### src/rtl/logic_unit_pipe.sv
// logic_unit_pipe -- registered WIDTH-bit bitwise logic unit for the TRISC datapath.
//
// Eight bitwise ops over operands a and b (or the accumulator in place of b),
// one-deep output register with valid/ready handshake, registered zero/neg flags.
//
// Optional feature macro: LU_ACC_EN
//   defined   : accumulator register present; use_acc selects acc as the B operand;
//               acc takes every accepted result.
//   undefined : no accumulator; use_acc is ignored; B is always b.
//
// Ports:
//   clk       rising-edge clock
//   rst       synchronous, active-high reset
//   in_valid  operand set presented
//   in_ready  unit can accept operands this cycle (!out_valid || out_ready)
//   a, b      operands (WIDTH bits)
//   op        operation select: 000 AND, 001 XOR, 010 OR, 011 NOR,
//             100 NAND, 101 XNOR, 110 PASS A, 111 NOT A
//   use_acc   replace b with the accumulator (LU_ACC_EN builds only)
//   out_valid result register holds an unconsumed result
//   out_ready downstream consumes the result this cycle
//   result    registered result
//   zero      result == 0
//   neg       result[WIDTH-1]

// Single-bit logic cell; one instance per result bit.
module lu_bit_cell (
   input  logic [2:0] op,
   input  logic       a,
   input  logic       b,
   output logic       y
);
   always_comb begin
      y = 1'b0;
      case (op)
         3'b000: y = a & b;
         3'b001: y = a ^ b;
         3'b010: y = a | b;
         3'b011: y = ~(a | b);
         3'b100: y = ~(a & b);
         3'b101: y = ~(a ^ b);
         3'b110: y = a;
         3'b111: y = ~a;
         default: y = 1'b0;
      endcase
   end
endmodule

module logic_unit_pipe #(
   parameter int WIDTH = 8
) (
   input  logic             clk,
   input  logic             rst,
   input  logic             in_valid,
   output logic             in_ready,
   input  logic [WIDTH-1:0] a,
   input  logic [WIDTH-1:0] b,
   input  logic [2:0]       op,
   input  logic             use_acc,
   output logic             out_valid,
   input  logic             out_ready,
   output logic [WIDTH-1:0] result,
   output logic             zero,
   output logic             neg
);
   logic [WIDTH-1:0] eff_b;
   logic [WIDTH-1:0] nxt;
   logic             accept;

   // Ready whenever the output slot is empty or is being drained this cycle.
   assign in_ready = !out_valid || out_ready;
   assign accept   = in_valid && in_ready;

`ifdef LU_ACC_EN
   logic [WIDTH-1:0] acc;

   assign eff_b = use_acc ? acc : b;

   // acc follows every accepted result, whatever use_acc was.
   always_ff @(posedge clk) begin
      if (rst)
         acc <= '0;
      else if (accept)
         acc <= nxt;
   end
`else
   logic unused_use_acc;

   assign unused_use_acc = use_acc;
   assign eff_b          = b;
`endif

   for (genvar i = 0; i < WIDTH; i++) begin : g_lane
      lu_bit_cell u_cell (
         .op (op),
         .a  (a[i]),
         .b  (eff_b[i]),
         .y  (nxt[i])
      );
   end

   // Output register. Flags are registered alongside the result so they can
   // never disagree with it; a held result (out_ready=0) keeps all three stable.
   always_ff @(posedge clk) begin
      if (rst) begin
         result    <= '0;
         zero      <= 1'b1;
         neg       <= 1'b0;
         out_valid <= 1'b0;
      end else if (accept) begin
         result    <= nxt;
         zero      <= (nxt == '0);
         neg       <= nxt[WIDTH-1];
         out_valid <= 1'b1;
      end else if (out_ready) begin
         out_valid <= 1'b0;
      end
   end
endmodule

### config.mk
export PLATFORM = sky130hd
export DESIGN_NAME = logic_unit_pipe
export DESIGN_NICKNAME = d
export VERILOG_FILES = /design/src/rtl/logic_unit_pipe.sv
export SDC_FILE = /design/constraint.sdc
export NUM_CORES = 1
export LEC_CHECK = 0
export ABC_AREA = 1
export CAP_MARGIN = 25
export CORE_ASPECT_RATIO = 1.2
export CORE_UTILIZATION = 49
export DETAILED_ROUTE_END_ITERATION = 10
export HOLD_SLACK_MARGIN = 0.15
export PLACE_DENSITY = 0.83
export SLEW_MARGIN = 5
export SYNTH_ARGS = -nofsm -noshare
export SYNTH_HDL_FRONTEND = slang
export SYNTH_HIERARCHICAL = 1
export SYNTH_SLANG_ARGS = --single-unit
### constraint.sdc
create_clock -name clk -period 1.5 [get_ports clk]
set_input_delay 0.225 -clock clk [delete_from_list [all_inputs] [get_ports clk]]
set_output_delay 0.225 -clock clk [all_outputs]
set_load 0.01 [all_outputs]
---- Yosys cells after proc, flatten, opt, wreduce, memory -nomap -nowiden ----
Index checks and enable logic that the tools add are counted.
cells by class
  mux-type cells .......................... 10
  bitwise operators ....................... 56
  reduce and logical (&&, ||, !) cells .... 6
  eq/ne operators ......................... 7
operators with widths
  cell                                                             number
  1-bit one-hot mux with 8 select lines                            8
  1-bit NOT                                                        32
  3-bit == test, second input constant                             4
  1-bit bitwise AND                                                8
  8-bit logical NOT                                                1
  1-bit OR                                                         8
  1-bit XOR                                                        8
  3-bit by 2-bit == test with 1-bit output, second input constant  2
  3-bit by 1-bit == test with 1-bit output, second input constant  1
  3-bit logical NOT                                                1
  1-bit 2-to-1 mux                                                 2
  2-bit nonzero test                                               1
  1-bit logical AND                                                1
  1-bit logical NOT                                                1
  1-bit logical OR                                                 1
storage, ports and cells
  output and inout bits ................... 12
  input bits .............................. 24
  word-level logic and storage cells ...... 83
  register bits ........................... 11

---- Longest topological paths before layout ----
  depth in word-level cells ............... 4
  gate-level depth with buffers ........... 12
  mapped depth without buffers ............ 12

---- Hierarchy ----
Netlist, hierarchy kept.
by module, submodules not included
  module           cells each  instances  seq. area each (um2)  area an instance (um2)
  lu_bit_cell      21          8          0.0                   108.9
  logic_unit_pipe  61          1          200.2                 475.5

---- Worst setup path before layout ----
OpenSTA, ideal clock, no wires.
  kind .................................... in2reg
  start point ............................. in a[1]
  end point ............................... reg result[1]
  arrival ................................. 1.084 ns
  path slack .............................. 0.302 ns
  stages .................................. 9
  path buffers ............................ 0
  setup time .............................. 0.114 ns
  required time ........................... 1.386 ns
  path through ............................ inv_1 > ha_1 > nand2_1 > nand3_2 > nand3_1 > nand2_1 > nand3b_2 > nand2_1 > nor2_2
on the way
  word-level cells in the longest chain between the ends .. 3
  elaborated cells between the ends (all ways) .. 8
  classes of those cells .................. mux (1); bitwise (7)
ends and longest elaborated chain
  item                                     RTL line    RTL
  start, declared                          56          input logic [WIDTH-1:0] a,
  1-bit XOR, or another cell as far along  37, 41
  1-bit NOT (on tied branches)             41, 39, 40
  1-bit one-hot mux with 8 select lines *  35          case (op)
  named net nxt[1]                         67          logic [WIDTH-1:0] nxt;
  end signal, assigned                     111         result <= nxt;
  end, declared                            62          output logic [WIDTH-1:0] result,
Mark *: on every way through the listed nets, which the timed path passes. The rest lies on a longest branch.
A chain may end at the register's enable or synchronous reset.

---- Worst setup path after layout ----
  start point ............................. in op[1]
  end point ............................... reg zero
on the way
  word-level cells in the longest chain between the ends .. 3
  elaborated cells between the ends (all ways) .. 17
  classes of those cells .................. eq/ne (7); mux (8); reduce/logical (2)
ends and longest elaborated chain
  item                                         RTL line  RTL
  start, declared                              58        input logic [2:0] op,
  3-bit == test, or another cell as far along  35
  1-bit one-hot mux with 8 select lines *      35
  named net nxt[6]                             67
  8-bit logical NOT *                          112       zero <= (nxt == '0);
  end signal, assigned                         112
  end, declared                                63        output logic zero,
Marked as above.

==> out/metrics.cfg <==
[route]
first_iter_violations=17
via_per_inst=4.634
vias=1455
drt_first_pass_iters=4
finalWirelength_microns=2786
wl_per_cell_microns=8.873
drcViolationCount=0
postRouteAntennaNets=0

[timing]
slew_headroom_pct=82.02
min_period_over_period_pct=92.92
finalClockSkew_ps=2.721
setup_tns_ps=0
hold_viol=0
whs_ps=492.9
worst_slew_pin_slew_ps=269.3
min_period_ps=1394
rsz0062_at_grt=no
setup_viol=0
timing.fmax_ghz=0.7174
setup_ws_ps=106.1
drv_slew=0

[clocking]
cts_buffer_depth=2
holdBufCountCts=0
htreeDepth=1
cts_made_buffers=3
root_buffer=clkbuf_4
clk_latency_ps=260
cts_tree=yes
clock_sinks=10
cts.clk_slew.worst_paths_ps=60

[power]
worst_ir_drop_vdd_mv=0.3812
pwr-share-seq_pct=31.5
intPower_uw=622.2
swShare_pct=34.88
p_sw_uw=333.2
p_leak_nw=1.216
p_clk_share_pct=18.3
total_power_uw=955.4
power.density_nw_per_um2=488.9
p_comb_share_pct=50.1

[worst_setup_path]
cp_slowest_cell=clkdlybuf4s50_1
cp-end-kind=flip-flop
required_ps=1710
startpoint_type=primary input
critPathLaunch=op[1]
path_buf_inv=3
arrival_ps=1600
worst-setup-path-type=primary input to flip-flop
critPathTopFamily=buffers and inverters
cp_max_fo=24
crit_path_frequent_cell=nand2_1
r2r-start=out_valid$_SDFFE_PP0P_
slowest_delay_ps=510
critical_path.cell_chain=clkdlybuf4s50_1 > buf_12 > inv_1 > nand3_2 > nand2_1 > nand2_1 > nand2_2 > nor2_2 > nand2_1 > nor2_1 > nand2_1 > nand2_1

[job]
maxCapViolations=0

[finish]
diodes=0
fin_util_pct=75.83
drive_gt1_share_pct=23.49
nets=323
nFillCells=230
syn_to_final_growth_pct=45.17
final_cell_area_sq_um=1954
final_cells=314

[floorplan]
core-area_sq_um=2577
fp-row-count=20
start_util_pct=52.23
die-area_sq_um=2962
dieWidth_microns=49.85
die_h_microns=59.42
io_pins=36

[logic_synthesis]
seq_area_frac_synth_pct=14.87
ys_seq_elements=10
synth_fp_nets=269
yosysWarningCount=6
postSynthCellCount=229
synth.distinct_cells=17
synth.avg_cell_area_sq_um=5.879
syn-cell-area_sq_um=1346

[grt]
grt_pass1_wl_microns=4712
overflow=0
grt_pass1_vias=1230
antenna_found_initial=0
grt_usage_pct=19.75
grt_max_degree=25

[placed_design]
place_ws_ps=-332.0
routabilityCongestion=0.7940
placed_cell_area_sq_um=1854
dp_cells=310
dp_hpwl_microns=2116
port_buffers=34

[status]
status=completed

[worst_hold_path]
min_path_type=flip-flop to flip-flop
hold_start=result[5]$_SDFFE_PP0P_

==> worst register-to-register path, cell delays in order, from the launching register on <==
cell and delay, ps:
dfxtp_1 340, nand2_2 60, buf_4 170, nand2_4 80, inv_4 60, nor2_1 120, nor2_2 50
==> routing by layer <==
| layer | global-route usage (%) | share of wire [%] |
|---|---|---|
| met5 | 0 | 0 |
| met4 | 8.571 | 1.4 |
| met3 | 0.7692 | 1.9 |
| met2 | 37.45 | 51 |
| met1 | 22.89 | 46 |
==> worst paths after layout <==
| kind | endpoint | slack (ps) | cells after the start |
|---|---|---|---|
| worst max-delay path | zero$_SDFFE_PP1P_ | 110 | 12 |
| worst min-delay path | result[5]$_SDFFE_PP0P_ | 490 | 2 |
| worst max register to register | result[7]$_SDFFE_PP0P_ | 520 | 6 |
| worst min register to register | result[5]$_SDFFE_PP0P_ | 490 | 2 |
==> placed cells by master, fill, tap and decap left out <==
cell type	netlist	final
nand2_1	76	75
inv_1	41	37
nand3_1	24	22
ha_1	16	16
dlymetal6s2s_1	0	16
clkdlybuf4s50_1	0	16
buf_4	2	15
inv_2	9	13
nor2_1	13	12
nand2_2	9	10
nand3_2	8	10
dfxtp_1	10	10
nor2_2	8	9
nand3b_1	7	7
clkbuf_4	0	3
a21oi_1	2	2
dlygate4sd2_1	0	2
buf_12	0	2
nand2_4	1	1
inv_4	1	1
nand3b_2	1	1
clkbuf_16	0	1
==> logic make-up after synthesis <==
group | synth area share [%]
AND/OR/NAND/NOR | 53.16
buffers and inverters | 16.36
adder cells (fa/ha/maj) | 14.87
flip-flops | 14.87
AO/OA/AOI/OAI | 0.7435
==> state kept, by name, summed over array words and instances, names as in the netlist <==
signal and cells:
out_valid 1, result 8, zero 1
==> final cells by class <==
class / instances / area, sq um / area share (%)
Multi-Input combinational cell: 165 / 940.9 / 48.14
Timing Repair Buffer: 52 / 555.5 / 28.43
Sequential cell: 10 / 200.2 / 10.24
Inverter: 51 / 193.9 / 9.923
Tap cell: 33 / 41.29 / 2.113
Clock buffer: 3 / 22.52 / 1.152
==> synth_stat cells (all sizes together) <==
cell type  number  area [sq um]
ha             16         200.2
buf             3         26.27
nand3b          8         63.81
a21oi           2         10.01
nand2          86         352.8
inv            51         193.9
nand3          32         200.2
nor2           21         98.85
dfxtp          10         200.2
==> power groups by stage <==
stage                     sequential [mW]  combinational, mW  clock [mW]
after global routing                0.304              0.542       0.189
after floorplan                     0.317              0.248           0
after CTS                           0.301              0.472       0.180
after global placement              0.306              0.462           0
final                               0.301              0.479       0.175
after detailed placement            0.307              0.471           0
==> what timing repair did <==
item                       in CTS  in global routing
pin swaps                       8                 13
cloned                          0                  1
setup endpoints to repair       2                  9
buffers inserted                0                  0
gates resized for setup         2                 24
Note: power is estimated with default switching activity, not from simulation.
